File: src/rtl/rf_pkg.sv
// Shared defaults and helpers for the scoreboarded register file.
package rf_pkg;

   localparam int unsigned RF_DATA_W = 32;
   localparam int unsigned RF_ADDR_W = 5;
   localparam int unsigned NREAD_MAX = 4;

   // LSB position of field idx in a packed bus of w-bit fields
   function automatic int unsigned port_lsb(input int unsigned idx, input int unsigned w);
      return idx * w;
   endfunction

endpackage

File: src/rtl/rf_scoreboard.sv
// Per-register pending-write scoreboard with a registered population count.
module rf_scoreboard
   import rf_pkg::*;
#(
   parameter int unsigned ADDR_W   = RF_ADDR_W,
   parameter int unsigned ZERO_REG = 1
) (
   input  logic                   clk,
   input  logic                   rst_n,
   input  logic                   flush_i,
   input  logic                   rsv_en_i,
   input  logic [ADDR_W-1:0]      rsv_addr_i,
   input  logic                   wen0_i,
   input  logic [ADDR_W-1:0]      waddr0_i,
   input  logic                   wen1_i,
   input  logic [ADDR_W-1:0]      waddr1_i,
   output logic [(2**ADDR_W)-1:0] pend_o,
   output logic [ADDR_W:0]        pend_cnt_o
);

   localparam int unsigned DEPTH = 2**ADDR_W;

   logic [DEPTH-1:0] pend_d, pend_q;
   logic [ADDR_W:0]  cnt_d, cnt_q;
   logic             rsv_ok;

   assign rsv_ok = rsv_en_i && !((ZERO_REG != 0) && (rsv_addr_i == ADDR_W'(0)));

   // Flush beats everything; a reserve beats a completing write to the same register
   always_comb begin
      pend_d = pend_q;
      if (flush_i) begin
         pend_d = '0;
      end else begin
         if (wen0_i) pend_d[waddr0_i] = 1'b0;
         if (wen1_i) pend_d[waddr1_i] = 1'b0;
         if (rsv_ok) pend_d[rsv_addr_i] = 1'b1;
      end
      if (ZERO_REG != 0) pend_d[0] = 1'b0;
      cnt_d = '0;
      for (int r = 0; r < DEPTH; r++) begin
         cnt_d = cnt_d + (ADDR_W+1)'(pend_d[r]);
      end
   end

   always_ff @(posedge clk or negedge rst_n) begin
      if (!rst_n) begin
         pend_q <= '0;
         cnt_q  <= '0;
      end else begin
         pend_q <= pend_d;
         cnt_q  <= cnt_d;
      end
   end

   assign pend_o     = pend_q;
   assign pend_cnt_o = cnt_q;

endmodule

File: src/rtl/reg_file_sb.sv
// Multi-read, dual-write register file with write-through bypass and RAW scoreboard.
module reg_file_sb
   import rf_pkg::*;
#(
   parameter int unsigned DATA_W   = RF_DATA_W,
   parameter int unsigned ADDR_W   = RF_ADDR_W,
   parameter int unsigned NREAD    = 2,
   parameter int unsigned ZERO_REG = 1,
   parameter int unsigned BYPASS   = 1
) (
   input  logic                      clk,
   input  logic                      resetn,
   input  logic [NREAD*ADDR_W-1:0]   raddr,
   output logic [NREAD*DATA_W-1:0]   rdata,
   output logic [NREAD-1:0]          rpend,
   input  logic                      wen0,
   input  logic [ADDR_W-1:0]         waddr0,
   input  logic [DATA_W-1:0]         wdata0,
   input  logic                      wen1,
   input  logic [ADDR_W-1:0]         waddr1,
   input  logic [DATA_W-1:0]         wdata1,
   input  logic                      rsv_en,
   input  logic [ADDR_W-1:0]         rsv_addr,
   input  logic                      flush,
   output logic [ADDR_W:0]           pend_cnt
);

   localparam int unsigned DEPTH = 2**ADDR_W;

   logic [DATA_W-1:0] mem_q [DEPTH];
   logic [DEPTH-1:0]  pend;
   logic              we0_ok, we1_ok;

   assign we0_ok = wen0 && !((ZERO_REG != 0) && (waddr0 == ADDR_W'(0)));
   assign we1_ok = wen1 && !((ZERO_REG != 0) && (waddr1 == ADDR_W'(0)));

   // Port 1 is written last so it wins an address collision
   always_ff @(posedge clk or negedge resetn) begin
      if (!resetn) begin
         for (int r = 0; r < DEPTH; r++) mem_q[r] <= '0;
      end else begin
         if (we0_ok) mem_q[waddr0] <= wdata0;
         if (we1_ok) mem_q[waddr1] <= wdata1;
      end
   end

   rf_scoreboard #(
      .ADDR_W   (ADDR_W),
      .ZERO_REG (ZERO_REG)
   ) u_sb (
      .clk        (clk),
      .rst_n      (resetn),
      .flush_i    (flush),
      .rsv_en_i   (rsv_en),
      .rsv_addr_i (rsv_addr),
      .wen0_i     (wen0),
      .waddr0_i   (waddr0),
      .wen1_i     (wen1),
      .waddr1_i   (waddr1),
      .pend_o     (pend),
      .pend_cnt_o (pend_cnt)
   );

   // Read muxes: forwarded write data counts as already produced, unless re-reserved
   always_comb begin
      rdata = '0;
      rpend = '0;
      for (int i = 0; i < NREAD; i++) begin
         logic [ADDR_W-1:0] ra;
         logic [DATA_W-1:0] d;
         logic              p;
         logic              hit0, hit1;
         ra   = raddr[port_lsb(i, ADDR_W) +: ADDR_W];
         hit0 = wen0 && (waddr0 == ra);
         hit1 = wen1 && (waddr1 == ra);
         d    = mem_q[ra];
         p    = pend[ra];
         if (BYPASS != 0) begin
            if (hit1)      d = wdata1;
            else if (hit0) d = wdata0;
            if ((hit0 || hit1) && !(rsv_en && (rsv_addr == ra))) p = 1'b0;
         end
         if ((ZERO_REG != 0) && (ra == ADDR_W'(0))) begin
            d = '0;
            p = 1'b0;
         end
         rdata[port_lsb(i, DATA_W) +: DATA_W] = d;
         rpend[i]                            = p;
      end
   end

endmodule
File: config.mk
export PLATFORM = sky130hd
export DESIGN_NAME = reg_file_sb
export DESIGN_NICKNAME = d
export VERILOG_FILES = /design/src/rtl/rf_pkg.sv /design/src/rtl/rf_scoreboard.sv /design/src/rtl/reg_file_sb.sv
export SDC_FILE = /design/constraint.sdc
export NUM_CORES = 2
export LEC_CHECK = 0
export BUFFER_PORTS_ARGS = -buffer_cell sky130_fd_sc_hd__buf_2
export CORE_MARGIN = 10
export CORE_UTILIZATION = 30
export DETAILED_ROUTE_END_ITERATION = 8
export HOLD_SLACK_MARGIN = 0.03
export SLEW_MARGIN = 20
export SYNTH_ARGS = -nofsm -noshare
export SYNTH_HDL_FRONTEND = slang
export SYNTH_SLANG_ARGS = --single-unit
File: constraint.sdc
create_clock -name clk -period 5.09 [get_ports clk]
set_input_delay 1.018 -clock clk [delete_from_list [all_inputs] [get_ports clk]]
set_output_delay 1.018 -clock clk [all_outputs]
set_load 0.01 [all_outputs]
# ---- Word-level counts from Yosys, hierarchy flattened
# Cells that the tools add are included.
dict set report word_totals {
  ff_bits 1061
  word_cells 161
  in_bits 95
  output_inout_bits 72
}
dict set report op_classes {
  muxes 40
  eq_ne 6
  add_sub_neg 30
  n_bitwise 9
  reduce_logical 28
  n_lt_le_gt_ge 14
}
# op n
set ops {}
lappend ops {{$bwmux 1024} 2}
lappend ops {{$mux 1024} 2}
lappend ops {{$mux 32} 18}
lappend ops {{$bmux 32 s5} 2}
lappend ops {{$demux 32 s5} 2}
lappend ops {{$add 6x1->6} 29}
lappend ops {{$and 32x32->32} 2}
lappend ops {{$not 32->32} 2}
lappend ops {{$or 32x32->32} 1}
lappend ops {{$eq 5x5->1} 6}
lappend ops {{$lt 5x6->1 const B} 5}
lappend ops {{$logic_not 5->1} 5}
lappend ops {{$ge 6x6->1 const B} 4}
lappend ops {{$not 5->6} 4}
lappend ops {{$logic_and 1x1->1} 16}
lappend ops {{$demux 1 s5} 3}
lappend ops {{$ge 5x1->1 const B} 3}
lappend ops {{$lt 6x1->1 const B} 2}
lappend ops {{$bmux 1 s5} 2}
lappend ops {{$mux 1} 9}
lappend ops {{$logic_not 1->1} 5}
lappend ops {{$add 1x1->2} 1}
lappend ops {{$logic_or 1x1->1} 2}

# ---- Depth between registers and ports, before layout
dict set report depth {
  word_depth 44
  depth_mapped 25
  ltp_nobuf 22
}

# ---- Modules after synthesis
# A second synthesis with hierarchy kept.
dict set report hier_totals {
  cells_unflattened 6669
  hier_area_um2 68962.4
}
# module area_per_inst_um2 cells_per_inst seq_area_each_um2 n_inst
set modules_own_cells {}
lappend modules_own_cells {reg_file_sb 66199.7 6381 25624.6 1}
lappend modules_own_cells {rf_scoreboard 2762.6 288 925.9 1}

# ---- Worst setup path after synthesis
# No wires, ideal clock.
dict set report synth_path {
  path_type {input port to flip-flop}
  start {input waddr0[2]}
  end {register u_sb.cnt_q[4] (netlist: u_sb.pend_cnt_o[4])}
  setup_ns 0.080
  path_slack_ns -1.832
  n_path_buf 2
  cell_stages 21
  required_time_ns 5.010
  arrival_ns 6.842
  cell_sequence {buf_2 -> or3_1 -> nor2_1 -> nand2_1 -> clkbuf_1 -> a32oi_1 -> nor2_1 -> ha_1 -> inv_1 -> fa_1 -> fa_1 -> fa_1 -> fa_1 -> fa_1 -> inv_1 -> fa_1 -> ha_1 -> fa_1 -> a21o_1 -> a21oi_1 -> xnor2_1}
}
dict set report synth_between {
  elab_chain_cells 44
  elab_cells_between_ends 45
  cone_classes {30 x add/sub; 2 x order compare; 8 x mux; 4 x bitwise; 1 x reduce/logical}
}
# element line_no
set synth_rtl {}
lappend synth_rtl {{start, declared} reg_file_sb.sv:17} ;# input logic [ADDR_W-1:0] waddr0,
lappend synth_rtl {{$lt 5x6->1 (not written as such) or $ge 5x1->1 (tied branches)} rf_scoreboard.sv:35} ;# if (wen0_i) pend_d[waddr0_i] = 1'b0;
lappend synth_rtl {{$logic_and 1x1->1 (not written as such)} rf_scoreboard.sv:35}
lappend synth_rtl {{$mux 1 (not written as such)} rf_scoreboard.sv:35}
lappend synth_rtl {{$demux 1 s5 *} -}
lappend synth_rtl {{$not 32->32 (no line) *} -}
lappend synth_rtl {{$and 32x32->32 (no line) *} -}
lappend synth_rtl {{$mux 32 *} rf_scoreboard.sv:35}
lappend synth_rtl {{$mux 32 *} rf_scoreboard.sv:32} ;# if (flush_i) begin
lappend synth_rtl {{(+2 left out)} -}
lappend synth_rtl {{$mux 32 *} rf_scoreboard.sv:32}
lappend synth_rtl {{$or 32x32->32 (no line)} -}
lappend synth_rtl {{$mux 32 *} rf_scoreboard.sv:37} ;# if (rsv_ok) pend_d[rsv_addr_i] = 1'b1;
lappend synth_rtl {{$mux 32 *} rf_scoreboard.sv:32}
lappend synth_rtl {{named net u_sb.pend_d[1]} rf_scoreboard.sv:23} ;# logic [DEPTH-1:0] pend_d, pend_q;
lappend synth_rtl {{$add 1x1->2 *} rf_scoreboard.sv:42} ;# cnt_d = cnt_d + (ADDR_W+1)'(pend_d[r]);
lappend synth_rtl {{$add 6x1->6 * (29 in a row)} rf_scoreboard.sv:42}
lappend synth_rtl {{named net u_sb.cnt_d[4]} rf_scoreboard.sv:24} ;# logic [ADDR_W:0] cnt_d, cnt_q;
lappend synth_rtl {{end signal, assigned} rf_scoreboard.sv:52} ;# cnt_q <= cnt_d;
lappend synth_rtl {{end, declared} rf_scoreboard.sv:24}
# The timed path passes the listed nets; every way through them passes the cells marked *. The select of a mux whose other input is x is not followed.

# ---- Worst setup path after layout
dict set report layout_path {
  start {input waddr0[4]}
  end {register u_sb.cnt_q[4] (netlist: u_sb.pend_cnt_o[4])}
}
# The elaborated chain is that of the path after synthesis.

==> insert_results.sql <==
INSERT INTO impl_metrics (metric_group, metric, value, unit) VALUES
('yosys', 'synth-xor-area-share', '0.4275', '%'),
('yosys', 'area_fraction_in_compound_gates_after_synthesis', '13.17', '%'),
('yosys', 'synth.ff_latch_count', '1061', ''),
('timing', 'final_hold_viol_count', '0', ''),
('final_layout', 'fin_area', '77920', 'µm²'),
('critical_path', 'crit-reg2reg-launch', 'u_sb.pend_o[19]', ''),
('yosys', 'synth_edf_count', '0', ''),
('clocking', 'tritoncts.num_buffers', '115', ''),
('clocking', 'clock_sinks', '1061', ''),
('timing', 'clock-skew-final', '0.04302', 'ns'),
('yosys', 'synth_sequential_area_ratio', '39.28', '%'),
('floorplanning', 'die_area', '244700', 'µm²'),
('critical_path', 'r2r.worst_path.cells', '17', ''),
('yosys', 'synth_area_per_cell', '10.48', 'µm²'),
('yosys', 'synth_top_family_by_area', 'multiplexers', ''),
('drt', 'drtIter0Drc', '8795', ''),
('critical_path', 'cpPeakStageDelay', '0.58', 'ns'),
('timing', 'measured_slew_at_the_worst_slew_check_pin', '1.266', 'ns'),
('critical_path', 'timing.critical_path.required', '5.78', 'ns'),
('timing', 'timing.final.crit_share', '112.2', '%'),
('clocking', 'h-tree-depth', '3', ''),
('yosys', 'postSynthCellCount', '6451', ''),
('floorplanning', 'placement_rows', '174', ''),
('clocking', 'cts-root-buf', 'clkbuf_16', ''),
('drt', 'detail_routed_net_length_per_standard_cell', '34.67', 'µm'),
('timing', 'slew_headroom', '15.62', '%'),
('timing', 'slew_viol_final', '0', ''),
('power', 'finalPower', '29.30', 'mW'),
('critical_path', 'timing.setup.critical_path_class', 'input pin to flop', ''),
('timing', 'rsz_0062_raised_after_global_routing', 'yes', ''),
('place', 'finalWeightedCongestion', '0.9615', ''),
('critical_path', 'cp_slowest_cell', 'fa_2', ''),
('status', 'failed_checks', 'setup timing', ''),
('critical_path', 'rrSetupSlack', '-0.06', 'ns'),
('timing', 'final.min_clock_period', '5.712', 'ns'),
('clocking', 'cts_tree', 'built', ''),
('clocking', 'cts_hold_repair.buffers', '0', ''),
('critical_path', 'path_common_cell', 'fa_1', ''),
('timing', 'setup_ws', '-0.6217', 'ns'),
('drt', 'dr_total_vias', '59150', ''),
('yosys', 'synth_flop_cell', 'dfrtp_1', ''),
('timing', 'setup_violations', '5', ''),
('place', 'detailedPlacementHpwl', '204200', 'µm'),
('timing', 'max_clock_freq', '0.1751', 'GHz'),
('status', 'status', 'finished with violations', ''),
('power', 'power_density', '376.0', 'nW/µm²'),
('yosys', 'post_synth_simple_gate_area', '9.114', '%'),
('yosys', 'yosys.area.top_type_share', '39.28', '%'),
('grt', 'antenna_found_initial', '49', ''),
('grt', 'grt_pass1_wl', '456300', 'µm'),
('flow_run', 'max_cap_viol_count', '0', ''),
('critical_path', 'path_buf_inv', '3', ''),
('yosys', 'synth-warning-count', '0', ''),
('grt', 'grt_max_degree', '141', ''),
('final_layout', 'layout-drive-gt1-share', '24.13', '%'),
('yosys', 'synthesized_nets', '6578', ''),
('place', 'place.port_buffers', '166', ''),
('clocking', 'ctsLongestPathBuffers', '3', ''),
('drt', 'antenna_violation_net_count_after_detailed_routing', '0', ''),
('place', 'dpl-instance-area', '73630', 'µm²'),
('critical_path', 'worst_setup_path_end_kind', 'flop', ''),
('grt', 'vias_in_the_first_global_route', '57260', ''),
('grt', 'grt.overflow.total', '0', ''),
('floorplanning', 'start_util', '30.12', '%'),
('power', 'cellLeakagePower', '36.42', 'nW'),
('final_layout', 'area_delta_synth_final', '15.26', '%'),
('clocking', 'clock_latency_late_sink', '0.77', 'ns'),
('clocking', 'path_clk_slew', '0.07', 'ns'),
('drt', 'drc_errors', '0', ''),
('drt', 'wl', '329300', 'µm'),
('power', 'vdd_drop_max', '0.3091', 'mV');
-- worst register-to-register path, stage by stage (launching register included) --
cell and delay, ns:
dfrtp_1 0.42, a32oi_1 0.12, buf_4 0.17, or2_2 0.28, fa_1 0.47, fa_1 0.50, inv_1 0.05, fa_1 0.47
inv_1 0.06, fa_1 0.47, fa_1 0.50, inv_1 0.06, fa_1 0.43, ha_2 0.21, fa_2 0.38, a21o_1 0.20
a21oi_2 0.15, xnor2_1 0.13
-- flip-flops by register name, indices dropped and copies added, names as in the netlist --
register,flops
mem_q,1024
u_sb.pend_o,31
u_sb.pend_cnt_o,6
-- area by class of cell --
class	count	area [µm²]
diodes	36	90.09
clock buffers	175	3425
clock inverters	41	611.8
fillers	22070	146500
inverters	42	161.4
multi-input cells	4509	38190
flip-flops and latches	1061	26550
well taps	2992	3744
repair buffers	642	5152
-- logic make-up after synthesis --
kind of cell	after synthesis
compound gates	1515
mux	1475
flops	1061
buf+inv	881
fa+ha+maj	32
xor+xnor	33
simple gates	1454
-- cell usage after synthesis, drive strengths merged, types with 8 or more instances --
library cell     n
nand2b          15
o22ai           53
nand3           56
nor4            35
a221oi          10
ha               9
dfrtp         1061
clkbuf         619
nor2           597
and2            18
o21ai          500
or2             17
a22oi          235
nor2b           48
a21oi          540
xor2            16
a22o             8
nand3b           9
and3            38
mux4           540
nand2          564
a31oi           15
buf            220
mux2i          870
a211o           31
a221o           11
nor3            18
inv             41
o2111ai         20
nand4           24
mux2            65
fa              23
xnor2           17
a32oi           60
-- power breakdown --
group          internal, mW  switching, mW  total (mW)  leakage, nW
clock                  5.29           3.90        9.20         1.98
combinational          4.09           3.83        7.91         21.4
sequential             10.5           1.65        12.2         13.1
-- metrics by stage --
stage / setup slack (ns) / cells / setup TNS (ns) / hold WS, ns
after floorplan: -1.351 / 6451 / -6.404 / 0.4383
after global placement: -1.527 / 9237 / -7.573 / 0.3769
after detailed placement: -1.420 / 9237 / -7.037 / 0.3833
after CTS: -0.5850 / 9458 / -2.468 / 0.2522
after global routing: -0.7310 / 9475 / -3.204 / 0.2604
final: -0.6217 / 9498 / -2.660 / 0.2384
-- worst max-delay path by stage --
stage | startpoint | end | slack [ns]
final | waddr0[4] | u_sb.pend_cnt_o[4] | -0.62
after detailed placement | waddr0[3] | u_sb.pend_cnt_o[4] | -1.42
after floorplan | waddr0[3] | u_sb.pend_cnt_o[4] | -1.35
after CTS | waddr0[4] | u_sb.pend_cnt_o[4] | -0.59
after global routing | waddr1[3] | u_sb.pend_cnt_o[5] | -0.73
after global placement | waddr0[3] | u_sb.pend_cnt_o[4] | -1.53
-- cell usage in the layout (no fill, tap or decap), drive strengths merged, types with 48 or more instances in the layout --
cell    count
nor2b      48
o22ai      53
nand2     564
a21oi     540
buf       642
mux2i     870
dfrtp    1061
nor2      597
mux2       65
mux4      540
a22oi     235
o21ai     500
clkbuf    175
nand3      56
a32oi      60
-- repair_timing --
item | in CTS | in global routing
setup endpoints to repair | 5 | 7
setup buffers | 6 | 5
pin swaps | 3 | 1
resized for setup | 13 | 11
-- per-layer routing --
metal  GRT usage (%)  part of all wire (%)
met4           22.59                    11
met1           30.61                    34
met2           37.67                    42
met3           8.381                    13
met5         0.01957                 0.079
No activity file was read; power rests on OpenSTA's default activity.
